[src/rtl/xtreme_pkg.sv]
// Shared state encoding and default parameter constants for the
// min/max/range search block.
package xtreme_pkg;

  localparam int NB_PIXEL_DEF = 19;
  localparam int NB_COUNT_DEF = 32;
  localparam int N_CH_DEF     = 2;
  localparam int SIGNED_DEF   = 1;

  typedef enum logic [1:0] {
    IDLE = 2'd0,
    RUN  = 2'd1,
    DONE = 2'd2
  } xtremeState_t;

endpackage

[src/rtl/xtreme_lane.sv]
// One channel of the search: running max/min plus committed result
// registers (max, min and max-min range).
module xtreme_lane #(
  parameter int NB_PIXEL = 19,
  parameter int SIGNED   = 1
) (
  input  logic                clock,
  input  logic                reset,
  input  logic [NB_PIXEL-1:0] i_sample,
  input  logic                i_load,
  input  logic                i_update,
  input  logic                i_commit,
  input  logic                i_clear,
  output logic [NB_PIXEL-1:0] o_max,
  output logic [NB_PIXEL-1:0] o_min,
  output logic [NB_PIXEL:0]   o_range
);

  logic [NB_PIXEL-1:0] runMax;
  logic [NB_PIXEL-1:0] runMin;
  logic [NB_PIXEL-1:0] nextMax;
  logic [NB_PIXEL-1:0] nextMin;
  logic                gtMax;
  logic                ltMin;
  logic [NB_PIXEL:0]   extMax;
  logic [NB_PIXEL:0]   extMin;

  always_comb begin
    if (SIGNED != 0) begin
      gtMax = $signed(i_sample) > $signed(runMax);
      ltMin = $signed(i_sample) < $signed(runMin);
    end else begin
      gtMax = i_sample > runMax;
      ltMin = i_sample < runMin;
    end
  end

  // Commit uses the next values so the final sample is included in the
  // same edge that accepts it.
  always_comb begin
    nextMax = runMax;
    nextMin = runMin;
    if (i_load) begin
      nextMax = i_sample;
      nextMin = i_sample;
    end else if (i_update) begin
      if (gtMax) nextMax = i_sample;
      if (ltMin) nextMin = i_sample;
    end
  end

  always_comb begin
    extMax = {((SIGNED != 0) & nextMax[NB_PIXEL-1]), nextMax};
    extMin = {((SIGNED != 0) & nextMin[NB_PIXEL-1]), nextMin};
  end

  always_ff @(posedge clock or posedge reset) begin
    if (reset) begin
      runMax  <= '0;
      runMin  <= '0;
      o_max   <= '0;
      o_min   <= '0;
      o_range <= '0;
    end else begin
      runMax <= nextMax;
      runMin <= nextMin;
      if (i_clear) begin
        o_max   <= '0;
        o_min   <= '0;
        o_range <= '0;
      end else if (i_commit) begin
        o_max   <= nextMax;
        o_min   <= nextMin;
        o_range <= extMax - extMin;
      end
    end
  end

endmodule

[src/rtl/xtreme_search_mc.sv]
// Multi-channel frame min/max/range search: FSM and sample counter here,
// per-channel tracking in xtreme_lane instances.
module xtreme_search_mc
  import xtreme_pkg::*;
#(
  parameter int NB_PIXEL = NB_PIXEL_DEF,
  parameter int NB_COUNT = NB_COUNT_DEF,
  parameter int N_CH     = N_CH_DEF,
  parameter int SIGNED   = SIGNED_DEF
) (
  input  logic                           clock,
  input  logic                           reset,
  input  logic                           i_start,
  input  logic                           i_valid,
  input  logic [NB_COUNT-1:0]            i_imageSize,
  input  logic [N_CH*NB_PIXEL-1:0]       i_convValue,
  output logic [N_CH*NB_PIXEL-1:0]       o_maxValue,
  output logic [N_CH*NB_PIXEL-1:0]       o_minValue,
  output logic [N_CH*(NB_PIXEL+1)-1:0]   o_range,
  output logic                           o_endSignal,
  output logic                           o_busy
);

  xtremeState_t        state;
  xtremeState_t        nextState;
  logic [NB_COUNT-1:0] count;
  logic [NB_COUNT-1:0] sizeReg;
  logic                accept;
  logic                firstSample;
  logic                lastSample;
  logic                zeroStart;

  always_comb begin
    accept      = (state == RUN) && i_valid;
    firstSample = accept && (count == '0);
    lastSample  = accept && ((count + NB_COUNT'(1)) == sizeReg);
    zeroStart   = (state == IDLE) && i_start && (i_imageSize == '0);
  end

  always_comb begin
    nextState = state;
    case (state)
      IDLE: if (i_start) nextState = (i_imageSize == '0) ? DONE : RUN;
      RUN:  if (lastSample) nextState = DONE;
      DONE: nextState = IDLE;
      default: nextState = IDLE;
    endcase
  end

  always_ff @(posedge clock or posedge reset) begin
    if (reset) begin
      state   <= IDLE;
      count   <= '0;
      sizeReg <= '0;
    end else begin
      state <= nextState;
      if (state == IDLE) begin
        count <= '0;
        if (i_start) sizeReg <= i_imageSize;
      end else if (accept) begin
        count <= count + NB_COUNT'(1);
      end
    end
  end

  always_comb begin
    o_endSignal = (state == DONE);
    o_busy      = (state == RUN);
  end

  for (genvar c = 0; c < N_CH; c++) begin : g_lane
    xtreme_lane #(
      .NB_PIXEL (NB_PIXEL),
      .SIGNED   (SIGNED)
    ) u_lane (
      .clock    (clock),
      .reset    (reset),
      .i_sample (i_convValue[c*NB_PIXEL +: NB_PIXEL]),
      .i_load   (firstSample),
      .i_update (accept && !firstSample),
      .i_commit (lastSample),
      .i_clear  (zeroStart),
      .o_max    (o_maxValue[c*NB_PIXEL +: NB_PIXEL]),
      .o_min    (o_minValue[c*NB_PIXEL +: NB_PIXEL]),
      .o_range  (o_range[c*(NB_PIXEL+1) +: (NB_PIXEL+1)])
    );
  end

endmodule

[config.mk]
export PLATFORM = sky130hd
export DESIGN_NAME = xtreme_search_mc
export DESIGN_NICKNAME = d
export VERILOG_FILES = /design/src/rtl/xtreme_pkg.sv /design/src/rtl/xtreme_lane.sv /design/src/rtl/xtreme_search_mc.sv
export SDC_FILE = /design/constraint.sdc
export NUM_CORES = 1
export LEC_CHECK = 0
export BUFFER_PORTS_ARGS = -buffer_cell sky130_fd_sc_hd__buf_2
export CORE_MARGIN = 2
export CORE_UTILIZATION = 41
export CTS_BUF_LIST = sky130_fd_sc_hd__clkbuf_4
export DETAILED_ROUTE_END_ITERATION = 16
export PLACE_DENSITY = 0.57
export SLEW_MARGIN = 20
export SYNTH_ARGS = -nofsm -noshare
export SYNTH_HDL_FRONTEND = slang
export SYNTH_HIERARCHICAL = 1
export SYNTH_SLANG_ARGS = --single-unit
[constraint.sdc]
create_clock -name clock -period 5.8 [get_ports clock]
set_clock_uncertainty 0.05 [all_clocks]
set_input_delay 1.16 -clock clock [delete_from_list [all_inputs] [get_ports clock]]
set_output_delay 1.16 -clock clock [all_outputs]
set_load 0.05 [all_outputs]
Word-level counts from Yosys, hierarchy flattened --
Cells that the tools add are included.
Word-level totals: register bits 258, input bits 74, output and inout port bits 118
Cells by class: $add $sub $neg 3, $lt $le $gt $ge 4, equality and inequality tests 5, mux-type cells 30, reductions and logical operators 14
Operators by type and width (number):
- 2-to-1 mux 19 bit | 20
- 2-to-1 mux 20 bit | 4
- zero test 32 bit | 2
- 2-to-1 mux 32 bit | 2
- subtractor 19 x 19 -> 20 bit | 2
- > comparator 19 bit | 2
- less-than comparator 19 bit | 2
- adder 32 x 1 -> 32 bit, second input constant | 1
- equality test 32 bit | 1
- logical AND 1 bit | 6
- 2-to-1 mux 2 bit | 3
- one-hot mux 2 bit (2 select lines) | 1
- AND reduction 2 bit | 2
- nonzero test 2 bit | 2
- equality test 2 x 1 -> 1 bit, second input constant | 1
- equality test 2 bit, second input constant | 1
- zero test 2 bit | 1
- != test 2 x 1 -> 1 bit, second input constant | 1
- != test 2 bit, second input constant | 1
- zero test 1 bit | 1

Logic depth before layout (Yosys ltp) --
depth after elaboration 10, depth in mapped cells 23, depth with buffers taken out 20

By module --
The synthesis kept the hierarchy.
By module, submodules not included:
- xtreme_lane | times used 2, cells each 574, area each 5641.7 um2, sequential area each 2402.3 um2
- xtreme_search_mc | times used 1, cells each 466, area each 4211.5 um2, sequential area each 1651.6 um2

Least setup slack after synthesis --
Ideal clock, no wire load.
path type input port to flip-flop, start point input i_convValue[12], end point register g_lane[0].u_lane.o_range[18], arrival 5.331 ns, slack 0.325 ns, cell stages on the path 17, path through ha_1 -> a21o_1 -> a221o_1 -> a221o_1 -> a31o_1 -> a21oi_4 -> buf_6 -> mux2_2 -> ha_1 -> clkbuf_1 -> a211oi_1 -> o21bai_1 -> a21o_1 -> a221o_1 -> o41ai_1 -> xor2_1 -> a211oi_1
On the way: word-level cells in the longest chain between the ends 7, elaborated cells on any way between the ends 11
RTL lines:
- start: declaration | RTL line xtreme_search_mc.sv:16 | input logic [N_CH*NB_PIXEL-1:0] i_convValue,
- > comparator 19 bit | RTL line xtreme_lane.sv:30 | gtMax = $signed(i_sample) > $signed(runMax);
- 2-to-1 mux 19 bit | RTL line xtreme_lane.sv:47 | if (gtMax) nextMax = i_sample;
- 2-to-1 mux 19 bit | RTL line xtreme_lane.sv:46 | end else if (i_update) begin
- 2-to-1 mux 19 bit | RTL line xtreme_lane.sv:43 | if (i_load) begin
- net g_lane[0].u_lane.nextMax[9] | RTL line xtreme_lane.sv:21 | logic [NB_PIXEL-1:0] nextMax;
- subtractor 19 x 19 -> 20 bit | RTL line xtreme_lane.sv:74 | o_range <= extMax - extMin;
- 2-to-1 mux 20 bit | RTL line xtreme_lane.sv:71 | end else if (i_commit) begin
- 2-to-1 mux 20 bit | RTL line xtreme_lane.sv:67 | if (i_clear) begin
- end signal: assignment | RTL line xtreme_lane.sv:74
- end: declaration | RTL line xtreme_lane.sv:16 | output logic [NB_PIXEL:0] o_range
The timed path passes the listed nets, and every way through them passes these cells. The select of a mux whose other input is x is not followed. A chain may end at the register's enable or synchronous reset.

Worst setup path in the final report --
start point input i_convValue[5], end point register g_lane[0].u_lane.o_range[18]
On the way: word-level cells in the longest chain between the ends 7, elaborated cells on any way between the ends 11
RTL lines (RTL line):
- > comparator 19 bit / less-than comparator 19 bit (equally long branches) | xtreme_lane.sv:30, xtreme_lane.sv:31
- 2-to-1 mux 19 bit (on tied branches) | xtreme_lane.sv:47, xtreme_lane.sv:48
- 2-to-1 mux 19 bit | xtreme_lane.sv:46
- 2-to-1 mux 19 bit | xtreme_lane.sv:43
- subtractor 19 x 19 -> 20 bit * | xtreme_lane.sv:74
- 2-to-1 mux 20 bit * | xtreme_lane.sv:71
- 2-to-1 mux 20 bit * | xtreme_lane.sv:67
Every way passes the cells marked *; elsewhere a longest branch is shown, timed or not. The select of a mux whose other input is x is not followed.

==> results.txt <==
Setup TNS - 0 ns
CP Cell Sequence - buf_2, ha_1, a2111oi_0, o21ai_0, a211oi_1, mux2i_2, buf_12, mux2i_1, ha_1, a211oi_1, o21bai_1, a21o_1, a221o_1, o41ai_1, xor2_1, a211oi_1
Syn Area/Cell - 9.60 µm²
Area growth, synth to finish - 16.9%
Area of the multi-input gates - 8180 µm²
Post-synth ARST share - 100%
Max_slew headroom - 38.5%
Post-synth top area cell - dfrtp_1
Synthesized Nets - 1806
Nets - 2039
Placer congestion estimate - 0.902
Count leader, synth - dfrtp_1
Die X - 198 µm
Slowest-stage cell, CP - a2111oi_0
Syn Inst Count - 1614
Vias per cell - 5.34
Fmax - 192 MHz
DRT iter0 DRCs - 767
Port bufs - 191
Static leakage - 9.00 nW
Reg2Reg Depth - 20
Hold WS - 0.459 ns
Status - completed
Pwr Density - 487 nW/µm²
Ports - 192
Initial antenna violation count - 4
Slew at the pin closest to its max-slew limit - 0.914 ns
Die H - 198 µm
DR pass1 iterations - 5
Drt drc - 0
Post-synth EDFFs - 0
Top post-synthesis cells by area - dfrtp_1, ha_1, mux2_2, nor2_1, inv_1
Hold Crit Class - reg2reg
Reg2reg setup slack - 0.65 ns
Netlist Area Pre-Place - 15500 µm²
Syn. warnings - 6
Avg WL per Cell - 18.8 µm
Number of post-CTS setup repair buffers - 0
Total CTS buffers - 75
Final critical-path share of the clock period - 89.8%
CP peak stage delay - 0.52 ns
Clock Latency Late Sink - 0.74 ns
Crit Path Class - in2reg
Max Cap Violations - 0
Via Count - 12898
Netlist cell types - 73
Cell count of the worst hold path - 2
Worst EP required - 6.39 ns
Min-delay src - g_lane[0].u_lane/o_range[8]
Detail Placement HPWL - 33600 µm
Clock root buffer - clkbuf_4
Grt ovf - 0
Max Root-Sink Buffers - 3
Vias in the first global route - 12650
Rows - 71
Slew Limit Fails - 0
Main synth FF type - dfrtp_1
Core area - 37400 µm²
H-tree Lvls - 3
Pin count of the biggest net entering global routing - 124
Synth top area share - 41.7%
Final min period - 5.21 ns
Crit-path max FO - 16
CTS tree - done
CTS Sinks - 258
Share of post-route cells with drive strength above 1 - 23.3%
DRT antenna net count - 0
Hold Crit Endpoint - g_lane[0].u_lane/o_range[8]
Routed wire length - 45500 µm
R2R Path Start - count[0]
DP Worst Slack - -0.258 ns
Hold bufs inserted after CTS - 0
Final Hold Fails - 0
Overall routing resource usage - 23.5%
Fin worst setup slack - 0.591 ns
Critical Path Source Type - primary input
Post-cts resize count - 0
CP most frequent cell - a211oi_1
Register bit total from synthesis - 258
Register Area - 6460 µm²
First-pass GRT wire length - 71700 µm
CP endpoint kind - flop
Worst Path Arrival - 5.80 ns
Post-synthesis sequential area ratio - 41.7%
Initial Util - 41.4%
Die area - 39400 µm²
Clock slew at reported path FFs - 0.06 ns
Top post-synthesis cells by count - dfrtp_1, nor2_1, inv_1
Peak VDD IR - 198 µV
Filler cells - 3629
Unrepaired setup endpoints after global routing - false
Final setup fails - 0
FF-to-FF End - g_lane[0].u_lane/o_range[18]
worst max-delay path by stage:
stage / end / startpoint / slack [ns] / cells after the start
floorplan: g_lane[0].u_lane/o_range[18] / i_convValue[12] / 0.32 / 17
global placement: g_lane[0].u_lane/o_range[18] / i_convValue[5] / -0.35 / 16
detailed placement: g_lane[0].u_lane/o_range[18] / i_convValue[5] / -0.26 / 16
CTS: g_lane[0].u_lane/o_range[18] / i_convValue[5] / 0.57 / 16
global route: g_lane[0].u_lane/o_range[18] / count[0] / 0.21 / 20
finish: g_lane[0].u_lane/o_range[18] / i_convValue[5] / 0.59 / 16
through the flow:
| stage | cell area, µm² | cells | utilization (%) | power (mW) |
|---|---|---|---|---|
| final | 18100 | 2414 | 48.4 | 8.81 |
| after global routing | 18100 | 2412 | 48.4 | 9.57 |
| after CTS | 18100 | 2408 | 48.4 | 8.85 |
| after detailed placement | 17200 | 2281 | 45.9 | 7.05 |
| after global placement | 17200 | 2281 | 45.9 | 7.04 |
| after floorplan | 15500 | 1614 | - | 5.65 |
registers in the layout, indices dropped and copies added (netlist names):
register and flops:
g_lane.u_lane/o_range 40, g_lane.u_lane/runMin 38, sizeReg 32, g_lane.u_lane/o_min 38
state 2, count 32, g_lane.u_lane/o_max 38, g_lane.u_lane/runMax 38
report_power, final:
part / leakage, nW / internal [mW] / switching (mW)
Combinational: 5.07 / 2.00 / 2.80
Sequential: 3.39 / 2.11 / 0.194
Clock: 0.545 / 0.915 / 0.802
Total: 9.00 / 5.02 / 3.79
routing by layer:
layer	GRT usage (%)	up-vias	part of all wire, %
li1	-	6294	-
met1	34.8	6229	49
met2	35.0	321	44
met3	4.43	54	5.1
met4	6.49	0	1.6
met5	0	-	0
cell families after synthesis:
family | count (synthesis) | share of synthesized area [%]
muxes | 123 | 8.54
buffers and inverters | 225 | 5.68
xor gates and xnor gates | 61 | 3.45
AOI/OAI and AO/OA | 380 | 16.6
DFF | 258 | 41.7
and+or+nand+nor | 449 | 14.4
adders and majority gates | 118 | 9.63
worst max-delay path, delay by kind of cell:
family          cells  cell delay [ns]
compound gates      9             2.72
buf+inv             2             0.35
mux                 2             0.79
fa+ha+maj           2             0.64
xor+xnor            1             0.11
placed cells by master, fill, tap and decap left out, types with 30 or more instances in the layout:
cell,instances
o21a_1,56
nor2_1,182
dfrtp_1,258
buf_2,191
a21oi_1,75
a21o_1,30
a211oi_1,54
nand4_1,33
o21ai_0,76
buf_4,39
mux2i_1,51
clkbuf_4,104
nand2_1,71
mux2_2,68
ha_1,116
xnor2_1,38
inv_1,144
layout make-up:
cell class	count	share of cell area [%]
Multi-Input combinational cell	1131	45.2
Clock buffer	104	4.31
Sequential cell	258	35.7
Timing Repair Buffer	234	7.34
Antenna cell	6	0.0829
Tap cell	511	3.53
Clock inverter	23	0.850
Inverter	147	3.07
Note: power is estimated with default switching activity, not from simulation.
